File: src/rtl/opcap_pkg.sv
`default_nettype none
// ============================================================================
//  Module      : opcap_pkg
//  Description : Shared FSM state codes and command decode for operand capture.
//  Revision    : 1.0  initial release
// ============================================================================
package opcap_pkg;

    localparam logic [1:0] c_COLLECT  = 2'd0;
    localparam logic [1:0] c_ISSUE    = 2'd1;
    localparam logic [1:0] c_WAIT_RES = 2'd2;
    localparam logic [1:0] c_DONE     = 2'd3;

    typedef enum logic [1:0] {
        CMD_LOAD  = 2'd0,
        CMD_GO    = 2'd1,
        CMD_CLEAR = 2'd2
    } cmd_e;

    // Codes below num_ops address a slot; num_ops is GO; anything above clears.
    function automatic cmd_e decode_cmd(input int unsigned sel, input int unsigned num_ops);
        if (sel < num_ops)
            return CMD_LOAD;
        else if (sel == num_ops)
            return CMD_GO;
        else
            return CMD_CLEAR;
    endfunction

endpackage
`default_nettype wire

File: src/rtl/key_edge.sv
`default_nettype none
// ============================================================================
//  Module      : key_edge
//  Description : Rising-edge detector with a configurable history reset value.
//  Revision    : 1.0  initial release
// ============================================================================
module key_edge #(
    parameter logic RESET_VAL = 1'b1
) (
    input  logic clk,
    input  logic rst,
    input  logic i_level,
    output logic o_rise
);

    logic r_q;

    always_ff @(posedge clk) begin
        if (rst)
            r_q <= RESET_VAL;
        else
            r_q <= i_level;
    end

    assign o_rise = i_level & ~r_q;

endmodule
`default_nettype wire

File: src/rtl/operand_capture_bank.sv
`default_nettype none
// ============================================================================
//  Module      : operand_capture_bank
//  Description : Captures operands on key commands, issues them to the ALU via
//                ready/valid and holds the returned result for display.
//  Revision    : 1.0  initial release
// ============================================================================
module operand_capture_bank
    import opcap_pkg::*;
#(
    parameter int WIDTH   = 32,
    parameter int NUM_OPS = 2,
    parameter int SEL_W   = 2
) (
    input  logic                     clk,
    input  logic                     reset,
    input  logic                     enable,
    input  logic [SEL_W-1:0]         select,
    input  logic [WIDTH-1:0]         dataIn,
    output logic [NUM_OPS*WIDTH-1:0] ops,
    output logic [NUM_OPS-1:0]       op_valid,
    output logic                     issue_valid,
    input  logic                     issue_ready,
    input  logic [WIDTH-1:0]         resultIn,
    input  logic                     result_valid_in,
    output logic [WIDTH-1:0]         resultOut,
    output logic                     done,
    output logic                     busy,
    output logic                     cmd_err
);

    localparam int c_idx_w = (NUM_OPS > 1) ? $clog2(NUM_OPS) : 1;

    logic [1:0]         r_state;
    logic [NUM_OPS-1:0] r_op_valid;
    logic [WIDTH-1:0]   r_result;
    logic               r_done;
    logic               r_cmd_err;

    logic               w_cmd;
    cmd_e               w_kind;
    logic [c_idx_w-1:0] w_idx;
    logic               w_load;
    logic [NUM_OPS-1:0] w_slot_we;
    logic [WIDTH-1:0]   w_slot [NUM_OPS];

    key_edge #(.RESET_VAL(1'b1)) u_key_edge (
        .clk     (clk),
        .rst     (reset),
        .i_level (enable),
        .o_rise  (w_cmd)
    );

    assign w_kind = decode_cmd(32'(select), NUM_OPS);
    assign w_idx  = select[c_idx_w-1:0];
    // Loads are only honoured when not busy, which keeps ops stable during a transaction.
    assign w_load = w_cmd && (w_kind == CMD_LOAD) &&
                    ((r_state == c_COLLECT) || (r_state == c_DONE));

    generate
        for (genvar k = 0; k < NUM_OPS; k++) begin : g_slot
            logic [WIDTH-1:0] r_slot;

            assign w_slot_we[k] = w_load && (w_idx == c_idx_w'(k));

            always_ff @(posedge clk) begin
                if (reset)
                    r_slot <= '0;
                else if (w_slot_we[k])
                    r_slot <= dataIn;
            end

            assign w_slot[k] = r_slot;
        end
    endgenerate

    always_comb begin
        ops = '0;
        for (int k = 0; k < NUM_OPS; k++)
            ops[k*WIDTH +: WIDTH] = w_slot[k];
    end

    always_ff @(posedge clk) begin
        if (reset) begin
            r_state    <= c_COLLECT;
            r_op_valid <= '0;
            r_result   <= '0;
            r_done     <= 1'b0;
            r_cmd_err  <= 1'b0;
        end else begin
            r_cmd_err <= 1'b0;
            case (r_state)
                c_COLLECT: begin
                    if (w_cmd) begin
                        case (w_kind)
                            CMD_LOAD:  r_op_valid <= r_op_valid | w_slot_we;
                            CMD_GO: begin
                                if (&r_op_valid)
                                    r_state <= c_ISSUE;
                                else
                                    r_cmd_err <= 1'b1;
                            end
                            default:   r_op_valid <= '0;
                        endcase
                    end
                end
                c_ISSUE: begin
                    if (w_cmd)
                        r_cmd_err <= 1'b1;
                    if (issue_ready)
                        r_state <= c_WAIT_RES;
                end
                c_WAIT_RES: begin
                    if (w_cmd)
                        r_cmd_err <= 1'b1;
                    if (result_valid_in) begin
                        r_result <= resultIn;
                        r_done   <= 1'b1;
                        r_state  <= c_DONE;
                    end
                end
                c_DONE: begin
                    if (w_cmd) begin
                        r_done <= 1'b0;
                        case (w_kind)
                            CMD_LOAD: begin
                                r_op_valid <= w_slot_we;
                                r_state    <= c_COLLECT;
                            end
                            CMD_GO:   r_state <= c_ISSUE;
                            default: begin
                                r_op_valid <= '0;
                                r_state    <= c_COLLECT;
                            end
                        endcase
                    end
                end
                default: r_state <= c_COLLECT;
            endcase
        end
    end

    assign op_valid    = r_op_valid;
    assign issue_valid = (r_state == c_ISSUE);
    assign busy        = (r_state == c_ISSUE) || (r_state == c_WAIT_RES);
    assign resultOut   = r_result;
    assign done        = r_done;
    assign cmd_err     = r_cmd_err;

endmodule
`default_nettype wire
File: config.mk
export PLATFORM = sky130hd
export DESIGN_NAME = operand_capture_bank
export DESIGN_NICKNAME = d
export VERILOG_FILES = /design/src/rtl/opcap_pkg.sv /design/src/rtl/key_edge.sv /design/src/rtl/operand_capture_bank.sv
export SDC_FILE = /design/constraint.sdc
export NUM_CORES = 1
export LEC_CHECK = 0
export ABC_AREA = 1
export CAP_MARGIN = 20
export CORE_ASPECT_RATIO = 0.7
export CORE_MARGIN = 2
export CORE_UTILIZATION = 41
export DETAILED_ROUTE_END_ITERATION = 8
export HOLD_SLACK_MARGIN = 0.02
export PLACE_DENSITY = 0.79
export SLEW_MARGIN = 25
export SYNTH_ARGS = -nofsm -noshare
export SYNTH_HDL_FRONTEND = slang
export SYNTH_HIERARCHICAL = 1
export SYNTH_SLANG_ARGS = --single-unit
File: constraint.sdc
create_clock -name clk -period 2 [get_ports clk]
set_input_delay 0.4 -clock clk [delete_from_list [all_inputs] [get_ports clk]]
set_output_delay 0.4 -clock clk [all_outputs]
set_load 0.03 [all_outputs]
Word-level counts from Yosys, hierarchy flattened
Cells that the tools add are included.

Bits in registers: 103. Input bits: 71. Output and inout port bits: 102. Word-level logic and storage cells: 65.

Magnitude comparators: 1. Equality and inequality tests: 13. Multiplexer cells: 23. Bitwise logic cells: 4. Reductions and logical operators: 16.

Operators with widths (count): $mux 2 (10); $pmux 2 s2 (3); $ne 2x2->1 const B (5); $pmux 2 s4 (1); $mux 1 (7); $eq 2x2->1 const B (3); $ne 2x1->1 const B (3); $reduce_and 6->1 (1); $reduce_and 5->1 (1); $eq 2x1->1 const B (2); $logic_and 1x1->1 (4); $logic_not 2->1 (2); $pmux 1 s2 (2); $reduce_and 2->1 (2); $reduce_bool 2->1 (2); $reduce_and 3->1 (1); $logic_or 1x1->1 (2); $lt 2x2->1 const B (1); $not 1->1 (2); $or 2x2->2 (1); $reduce_or 2->1 (1); $and 1x1->1 (1).

Logic depth before layout (Yosys ltp)
Gate-level depths: netlist (run 1).

Depth in word-level cells: 11. Depth in mapped cells: 9. Depth with buffers taken out: 8.

Hierarchy
The synthesis (run 1) kept the hierarchy.

By module, submodules not included: operand_capture_bank (times used 1, cells each 487, area each 3753.6 um^2, sequential area each 2042.0 um^2); key_edge (times used 1, cells each 5, area each 37.5 um^2, sequential area each 20.0 um^2).

Worst setup path before layout (run 1)
No wires, ideal clock.

Path kind: register to register. Start point: reg r_state[0]. End point: reg g_slot[0].r_slot[2]. Setup time: 0.116 ns. Arrival time: 1.603 ns. Data required time: 1.884 ns. Setup slack: 0.281 ns. Cell stages (with the launch flop): 8. Path buffers: 1. Clock period less this slack: 1.719 ns. Path through: dfxtp_1 inv_1 ha_1 nor2_4 nand3_2 clkbuf_2 o21ai_0 nor2_1.

Word-level cells in the longest chain between the ends: 4. Elaborated cells on any way between the ends: 5. Classes of those cells: 1 x eq/ne; 4 x reduce/logical.

RTL lines: start: declaration (RTL line operand_capture_bank.sv:34) `logic [1:0] r_state;`; start signal: assignment (RTL line operand_capture_bank.sv:85) `r_state <= c_COLLECT;`; start signal: assignment (RTL line operand_capture_bank.sv:99) `r_state <= c_ISSUE;`; start signal: assignment (RTL line operand_capture_bank.sv:111) `r_state <= c_WAIT_RES;`; $eq 2x2->1 / $logic_not 2->1 (equally long branches) (RTL line operand_capture_bank.sv:58) `((r_state == c_COLLECT) || (r_state == c_DONE));`; $logic_or 1x1->1 (*) (RTL line operand_capture_bank.sv:58); $logic_and 1x1->1 (*) (RTL line operand_capture_bank.sv:57) `assign w_load = w_cmd && (w_kind == CMD_LOAD) &&`; $logic_and 1x1->1 (*) (RTL line operand_capture_bank.sv:64) `assign w_slot_we[k] = w_load && (w_idx == c_idx_w'(k));`; end signal: assignment (RTL line operand_capture_bank.sv:70) `r_slot <= dataIn;`; end: declaration (RTL line operand_capture_bank.sv:62) `logic [WIDTH-1:0] r_slot;`.

Mark *: on every way between the ends. The rest lies on a longest branch, timed or not. A chain may end at the register's enable or synchronous reset.

Worst setup path after layout (run 1)
Start point: reg r_op_valid[0] (netlist: op_valid[0]). End point: out op_valid[0].

RTL lines: start: declaration (RTL line operand_capture_bank.sv:35) `logic [NUM_OPS-1:0] r_op_valid;`; start signal: assignment (RTL line operand_capture_bank.sv:96) `CMD_LOAD: r_op_valid <= r_op_valid | w_slot_we;`; start signal: assignment (RTL line operand_capture_bank.sv:127) `r_op_valid <= w_slot_we;`; end: declaration (RTL line operand_capture_bank.sv:21) `output logic [NUM_OPS-1:0] op_valid,`.

No word-level cell between the ends.

==> flow_summary.toml, run 1 <==
[die]
io_pins = 173
start_util = 0.420
num_rows = 29
fp.dieH_um = 84.5
fp.dieArea_um2 = 10000
core_area_um2 = 9030
die_w_um = 119

[power]
comb_power_share = 0.102
internal-power_mw = 3.15
seq_power_share = 0.509
power_density_nw_per_um2 = 693
p_leak_nw = 2.23
sw_frac_of_total = 0.236
p_clk_frac = 0.389
p_sw_mw = 0.971
finalPower_mw = 4.12
ir_drop_v = 0.000515

[synth]
synth_edf_count = 0
syn_avg_cell_area_um2 = 7.71
netlist_instances = 492
synth_seq_cells = 103
synth.largest_area_cell = "dfxtp_1"
synth.area.top_cells = "dfxtp_1, nor2_1, o21ai_0"
synth_cell_type_count = 18
synth-async-reset-ratio = 0
synth.net_count = 569
yosys-top-cells-count = "nor2_1, dfxtp_1, o21ai_0"
ys_warn_count = 6
yosys_most_used_dff = "dfxtp_1"
yosysMostFrequentCell = "nor2_1"
synthesis.area_um2 = 3790
seq_area_frac_synth = 0.544
synth_top_area_share = 0.544

[route]
viasPerCell = 4.80
first_iter_violations = 309
drc = 0
wl_mm = 10.5
wl_per_cell_um = 13.3
vias = 3797
first_pass_iters = 4
ant_nets = 0

[final_layout]
nFillCells = 722
diodes = 0
area_growth_pct = 56.9
final_nets = 739
drive_gt1_frac = 0.0600

[cts]
path_clk_slew_ps = 70
worstSkewPairLatency_ps = 340
cts_buffers = 9
cts_buffer_depth = 2
cts_tree = "yes"
post_cts_buffers = 0
htreeDepth = 3
cts_hold_buf = 0
clock-root-buffer = "clkbuf_16"
cts.sinks = 103

[sta]
relSlewSlack = 0.690
hold_viol = 0
setup_tns_ps = 0
setup_viol = 0
finalCritPeriodShare = 0.912
finalMaxSlewViolations = 0
tightest_slew_ps = 460
finClkSkew_ps = 2.91
rsz0062_at_grt = "false"
post-route-min-period_ps = 1820
fmax_ghz = 0.548

[setup_path]
critPathTopFamily = "buffers and inverters"
path_max_fanout = 4
crit_path_end = "op_valid[0]"
crit_arrival_ps = 1420
worstSetupEndpointType = "output pin"
crit_chain = "clkdlybuf4s50_1"
ff2ff_path_depth = 7
critical_path.max_stage_delay_ps = 700
worstReg2RegStart = "r_state[0]$_SDFFE_PP0P_"
worstSetupStartpointType = "register"
path_depth = 1
crit_path_top_delay_cell = "clkdlybuf4s50_1"
worstPathRequired_ps = 1600
reg2reg_to = "g_slot[0].r_slot[27]$_SDFFE_PP0P_"
critPathBufInv = 1
startpoint = "op_valid[0]$_SDFFE_PP0P_"
rrSetupSlack_ps = 360
worstSetupPathType = "reg2out"

[placed_design]
hpwl_mm = 7.89
gp_congestion = 0.795
numPortBuffers = 172

[grt]
overflow = 0
grt_pass1_vias = 3530
grt_max_degree = 50
grt_pass1_wl_mm = 16.8
grt_usage = 0.211
grt_antenna_before_repair = 0

[run]
drv_cap = 0

[worst_hold_path]
hold_path_class = "reg2reg"
hold_depth = 2

[status]
status = "complete, no violations"
final cells by class:
cell class	instances	area (µm²)	area share
Sequential cell	103	2060	0.347
Timing Repair Buffer	187	1890	0.318
Multi-Input combinational cell	344	1500	0.253
Clock buffer	9	225	0.0379
Tap cell	124	155	0.0261
Inverter	17	63.8	0.0107
Clock inverter	7	48.8	0.00820
metrics by stage:
| step | hold slack, ps | util | setup WS (ps) | cells | cell area, µm² |
|---|---|---|---|---|---|
| after floorplan | 469 | - | 281 | 492 | 3790 |
| after global placement | 460 | 0.629 | 154 | 775 | 5680 |
| after detailed placement | 471 | 0.629 | 116 | 775 | 5680 |
| final | 484 | 0.658 | 176 | 791 | 5950 |
| after CTS | 487 | 0.659 | 10.3 | 791 | 5950 |
| after global routing | 505 | 0.658 | 106 | 791 | 5950 |
cells by family (layout without fill, tap and decap cells):
| kind of cell | count (synthesis) | in the layout | synth area share |
|---|---|---|---|
| buf+inv | 45 | 220 | 0.0597 |
| compound gates | 103 | 103 | 0.136 |
| fa+ha+maj | 6 | 6 | 0.0198 |
| simple gates | 235 | 235 | 0.241 |
| flops | 103 | 103 | 0.544 |
sequential cells by signal (all words and copies together), names as in the netlist:
signal	count
u_key_edge/r_q	1
r_state	2
g_slot.r_slot	64
done	1
cmd_err	1
resultOut	32
op_valid	2
per-layer routing:
metal / wire [µm] / global-route usage / vias up
met5: 0 / 0 / -
met4: 342 / 0.0952 / 0
met3: 768 / 0.0700 / 25
met2: 5070 / 0.355 / 146
met1: 4310 / 0.246 / 1720
li1: - / - / 1906
power by group through the flow:
stage / sequential, mW / clock, mW / combinational (mW)
6_report: 2.10 / 1.60 / 0.420
5_1_grt: 2.10 / 1.73 / 0.454
4_1_cts: 2.10 / 1.65 / 0.421
3_5_place_dp: 2.14 / 0 / 0.419
3_3_place_gp: 2.14 / 0 / 0.413
2_1_floorplan: 2.20 / 0 / 0.121
cell usage in the layout (no fill, tap or decap):
cell type and n:
nand2_1 23, inv_6 1, buf_4 10, inv_1 13, clkinv_4 2, o21ai_0 78
clkbuf_2 1, buf_12 5, clkbuf_16 9, nor2_4 1, dfxtp_1 103, nor2_2 1
inv_2 4, ha_1 6, nand3_2 2, nand4_1 1, dlygate4sd2_1 1, nand3_1 4
clkdlybuf4s50_1 170, clkinv_2 3, o21ai_1 19, a21oi_1 6, clkinvlp_4 1, nor2_1 203
worst min path at each step:
| stage | startpoint | endpoint | slack [ps] |
|---|---|---|---|
| after global routing | resultOut[27]$_SDFFE_PP0P_ | resultOut[27]$_SDFFE_PP0P_ | 510 |
| after global placement | g_slot[1].r_slot[13]$_SDFFE_PP0P_ | g_slot[1].r_slot[13]$_SDFFE_PP0P_ | 460 |
| after detailed placement | done$_SDFFE_PP0P_ | done$_SDFFE_PP0P_ | 470 |
| final | resultOut[0]$_SDFFE_PP0P_ | resultOut[0]$_SDFFE_PP0P_ | 480 |
| after floorplan | reset | op_valid[0]$_SDFFE_PP0P_ | 470 |
| after CTS | done$_SDFFE_PP0P_ | done$_SDFFE_PP0P_ | 490 |
repair_timing:
action	CTS	global route
resized for setup	2	2
setup endpoints to repair	2	1
pin swaps	0	0
gates cloned	0	0
Note: power is estimated with default switching activity, not from simulation.
==> run 2: changes to the inputs <==
--- a/config.mk
+++ b/config.mk
@@ -12,7 +12,7 @@
 export CORE_UTILIZATION = 41
 export DETAILED_ROUTE_END_ITERATION = 8
 export HOLD_SLACK_MARGIN = 0.02
-export PLACE_DENSITY = 0.79
+export PLACE_DENSITY_LB_ADDON = 0.15
 export SLEW_MARGIN = 25
 export SYNTH_ARGS = -nofsm -noshare
 export SYNTH_HDL_FRONTEND = slang
==> run 2 against run 1 <==
Clock skew rose by 0.88 ps. Critical endpoint is now busy. Design area rose by 1.3%. Critical path type unchanged. Sequential cell count is the same. Global-route usage hardly changed. Clock power increased by 14%. Wire length grew 0.29%.
==> flow_summary.toml, run 2 (synthesized netlist as in run 1, its figures left out) <==
[sta]
tightest_slew_ps = 418
finalCritPeriodShare = 0.923
setup_tns_ps = 0
relSlewSlack = 0.719
finalMaxSlewViolations = 0
rsz0062_at_grt = "false"
hold_viol = 0
fmax_ghz = 0.542
post-route-min-period_ps = 1850
finClkSkew_ps = 3.80
setup_viol = 0

[final_layout]
area_growth_pct = 58.9
largest_register = "g_slot.r_slot"
final_cell_mix = "nor2_1, clkdlybuf4s50_1, dfxtp_1"
largest_reg_flops = 64
final_nets = 742
drive_gt1_frac = 0.0613
final_common_cell = "nor2_1"
layout.cells.non_filler = 793
diodes = 0

[route]
dr_wl_met3_um = 620
drc = 0
vias = 3765
wl_per_cell_um = 13.3
first_pass_iters = 4
ant_nets = 0
wl_mm = 10.5
m1WireLength_mm = 4.85
wl_met2_mm = 4.93
first_iter_violations = 236
viasPerCell = 4.75
highest_layer = "met4"

[setup_path]
crit_arrival_ps = 1450
rrSetupSlack_ps = 290
ff2ff_path_depth = 8
worstSetupPathType = "reg2out"
crit_path_top_delay_cell = "dlygate4sd2_1"
reg2reg_to = "g_slot[0].r_slot[19]$_SDFFE_PP0P_"
critical_path.max_stage_delay_ps = 400
crit_chain = "inv_1 -> ha_1 -> dlygate4sd2_1"
startpoint = "r_state[0]$_SDFFE_PP0P_"
worstReg2RegStart = "r_state[0]$_SDFFE_PP0P_"
worstSetupStartpointType = "register"
path_max_fanout = 4
crit_path_end = "busy"
worstPathRequired_ps = 1600
worstSetupEndpointType = "output pin"

[cts]
cts_buffer_depth = 2
cts_buffers = 9
post_cts_buffers = 0
cts_tree = "yes"
path_clk_slew_ps = 70
worstSkewPairLatency_ps = 340
cts_hold_buf = 0
htreeDepth = 3
post_cts_resized = 2
clock-root-buffer = "clkbuf_16"
cts.sinks = 103

[grt]
grt_max_degree = 52
grt_antenna_before_repair = 0
grt_pass1_vias = 3436
grt_usage = 0.211
grt_pass1_wl_mm = 16.8
overflow = 0

[die]
num_rows = 29
fp.dieArea_um2 = 10000
start_util = 0.420
fp.dieH_um = 84.5
core_area_um2 = 9030
die_w_um = 119
io_pins = 173

[power]
finalPower_mw = 4.36
seq_power_share = 0.481
comb_power_share = 0.098
p_clk_frac = 0.421
internal-power_mw = 3.39
ir_drop_v = 0.000490
p_sw_mw = 0.962
p_leak_nw = 2.27
power_density_nw_per_um2 = 723
sw_frac_of_total = 0.221

[placed_design]
hpwl_mm = 7.76
dp_cells = 778
gp_congestion = 0.795
numPortBuffers = 172

[worst_hold_path]
hold_path_class = "reg2reg"
hp-start = "g_slot[1].r_slot[29]$_SDFFE_PP0P_"
hold_depth = 2

[status]
status = "complete, no violations"

[run]
drv_cap = 0
-- run 2: cell types whose count changed in the layout (fill, tap and decap cells not counted), sizes merged --
cell,delta
dlygate4sd2,+1
clkinv,-2
clkbuf,-1
inv,-1
bufinv,+2
buf,+3
-- run 2: worst max-delay path, delay by kind of cell (launching register included) --
family     cells  cell delay (ps)
buf+inv        2              480
flops          1              330
fa+ha+maj      1              300
-- run 2: layout make-up --
| class | count | area (µm²) |
|---|---|---|
| Tap cell | 124 | 155 |
| Timing Repair Buffer | 190 | 1930 |
| Clock inverter | 6 | 86.3 |
| Clock buffer | 9 | 225 |
| Multi-Input combinational cell | 344 | 1500 |
| Inverter | 17 | 63.8 |
| Sequential cell | 103 | 2060 |
| Fill cell | 765 | 3010 |
-- run 2: worst min path at each step --
stage,endpoint
3_3_place_gp,g_slot[0].r_slot[18]$_SDFFE_PP0P_
6_report,g_slot[1].r_slot[29]$_SDFFE_PP0P_
2_1_floorplan,op_valid[0]$_SDFFE_PP0P_
5_1_grt,resultOut[12]$_SDFFE_PP0P_
3_5_place_dp,g_slot[1].r_slot[29]$_SDFFE_PP0P_
4_1_cts,g_slot[1].r_slot[29]$_SDFFE_PP0P_
-- run 2: per-stage QoR --
stage               setup WS [ps]  instance area, µm²  hold slack (ps)  utilization
detailed placement           66.4                5720              471        0.633
global placement              103                5720              463        0.633
finish                        155                6020              479        0.667
floorplan                     281                3790              469            -
CTS                           137                6020              486        0.667
global route                 79.9                6020              502        0.667
-- run 2: power by group through the flow --
stage,sequential [mW],combinational (mW),clock [mW]
floorplan,2.20,0.121,0
global placement,2.14,0.418,0
detailed placement,2.14,0.424,0
CTS,2.10,0.426,1.87
global route,2.10,0.460,1.95
finish,2.10,0.425,1.83
-- run 2: metal layers --
| metal | track usage | vias to the layer above |
|---|---|---|
| met3 | 0.0659 | 10 |
| met1 | 0.265 | 1737 |
| li1 | - | 1906 |
| met5 | 0 | - |
| met2 | 0.347 | 112 |
| met4 | 0.0703 | 0 |
==> run 3: changes to the inputs <==
==> constraint.sdc (replaced) <==
create_clock -name clk -period 2 [get_ports clk]
set_input_delay 0.2 -clock clk [delete_from_list [all_inputs] [get_ports clk]]
set_output_delay 0.2 -clock clk [all_outputs]
set_load 0.03 [all_outputs]
==> run 3 against run 2 <==
Sequential power hardly changed. First-iteration DRC count is 5.5% higher. Die area unchanged. Combinational power down 1%. Sequential share of layout area increased by 0.76 points. Cell count decreased by 0.76%. Sequential cell count unchanged.
==> flow_summary.toml, run 3 (synthesized netlist as in run 1, its figures left out) <==
[grt]
overflow = 0
grt_max_degree = 51
grt_usage = 0.205
grt_pass1_vias = 3473
grt_antenna_before_repair = 0
grt_pass1_wl_mm = 16.5

[final_layout]
largest_register = "g_slot.r_slot"
final_cell_mix = "nor2_1, clkdlybuf4s50_1, dfxtp_1"
final_nets = 737
nFillCells = 767
largest_reg_flops = 64
regArea_um2 = 2060
diodes = 0
area_growth_pct = 55.4
drive_gt1_frac = 0.0513
multiInputGateArea_um2 = 1500
final_common_cell = "nor2_1"

[setup_path]
crit_arrival_ps = 1660
reg2reg_to = "done$_SDFFE_PP0P_"
worstSetupEndpointType = "output pin"
startpoint = "r_state[0]$_SDFFE_PP0P_"
rrSetupSlack_ps = 220
worstSetupPathType = "reg2out"
worstSetupStartpointType = "register"
ff2ff_path_depth = 6
worstPathRequired_ps = 1800
worstReg2RegStart = "r_state[1]$_SDFFE_PP0P_"
crit_path_end = "issue_valid"
path_max_fanout = 5

[die]
start_util = 0.420
fp.dieH_um = 84.5
core_area_um2 = 9030
io_pins = 173
die_w_um = 119
fp.dieArea_um2 = 10000
num_rows = 29

[worst_hold_path]
hold_path_class = "in2reg"

[sta]
relSlewSlack = 0.314
hold_ws_ps = 445
setup_tns_ps = 0
post-route-min-period_ps = 1860
rsz0062_at_grt = "false"
finalCritPeriodShare = 0.928
tightest_slew_ps = 1030
layout_setup_ws_ps = 144
finalMaxSlewViolations = 0
finClkSkew_ps = 3.77
hold_viol = 0
setup_viol = 0
fmax_ghz = 0.539

[cts]
cts_buffer_depth = 2
post_cts_buffers = 0
path_clk_slew_ps = 60
clock-root-buffer = "clkbuf_16"
cts.sinks = 103
cts_buffers = 9
worstSkewPairLatency_ps = 330
htreeDepth = 3
cts_tree = "yes"

[status]
status = "complete, no violations"

[route]
ant_nets = 0
drc = 0
first_iter_violations = 249
first_pass_iters = 4
wl_per_cell_um = 13.2
viasPerCell = 4.71
wl_mm = 10.4
vias = 3710

[placed_design]
gp_congestion = 0.776
pre_cts_ws_ps = 172
hpwl_mm = 7.54
numPortBuffers = 172

[power]
ir_drop_v = 0.000495
power_density_nw_per_um2 = 688
p_leak_nw = 2.20

[run]
drv_cap = 0
-- run 3: cell count changes in the layout (fill, tap and decap cells not counted), sizes merged --
cell,before,now
clkinvlp,1,2
dlygate4sd2,2,1
clkdlybuf4s50,170,171
bufinv,2,0
buf,18,13
clkbuf,9,10
clkinv,3,2
-- run 3: area by class of cell --
cell class | count | share of cell area
clock inverter | 4 | 0.00425
multi-input combinational | 344 | 0.255
inverter | 17 | 0.0108
clock buffer | 10 | 0.0389
timing repair buffer | 185 | 0.315
sequential | 103 | 0.350
tap | 124 | 0.0263
-- run 3: timing repair --
item,4_1_cts,5_1_grt
hold buffers,0,0
endpoints found under the setup margin,1,0
gates resized for setup,1,0
-- run 3: critical path, stage by stage, from the launching register on --
cell and delay (ps):
dfxtp_1 330, buf_4 140, ha_1 180, clkdlybuf4s50_1 680
-- run 3: worst min path at each step --
stage	from	endpoint	depth (start not counted)
5_1_grt	enable	u_key_edge/r_q$_SDFF_PP1_	3
6_report	enable	u_key_edge/r_q$_SDFF_PP1_	3
4_1_cts	enable	u_key_edge/r_q$_SDFF_PP1_	3
3_3_place_gp	resultOut[18]$_SDFFE_PP0P_	resultOut[18]$_SDFFE_PP0P_	2
2_1_floorplan	reset	op_valid[0]$_SDFFE_PP0P_	1
3_5_place_dp	g_slot[0].r_slot[8]$_SDFFE_PP0P_	g_slot[0].r_slot[8]$_SDFFE_PP0P_	2
-- run 3: routing by layer --
layer,part of all wire,track usage
met2,0.47,0.339
met1,0.45,0.255
met5,0,0
met3,0.071,0.0666
met4,0.0082,0.0682
-- run 3: metrics by stage --
| stage | cell area [µm²] | std cells | power, mW | util |
|---|---|---|---|---|
| floorplan | 3790 | 492 | 2.32 | - |
| global placement | 5640 | 773 | 2.56 | 0.624 |
| detailed placement | 5640 | 773 | 2.56 | 0.624 |
| CTS | 5890 | 787 | 4.10 | 0.652 |
| global route | 5890 | 787 | 4.23 | 0.652 |
| finish | 5890 | 787 | 4.06 | 0.652 |
-- run 3: report_power, final --
part	total (mW)	leakage, nW	switching (mW)	internal, mW
registers	2.10	0.832	0.0162	2.08
logic	0.420	1.25	0.197	0.223
clock network	1.54	0.120	0.712	0.825
total	4.06	2.20	0.926	3.13
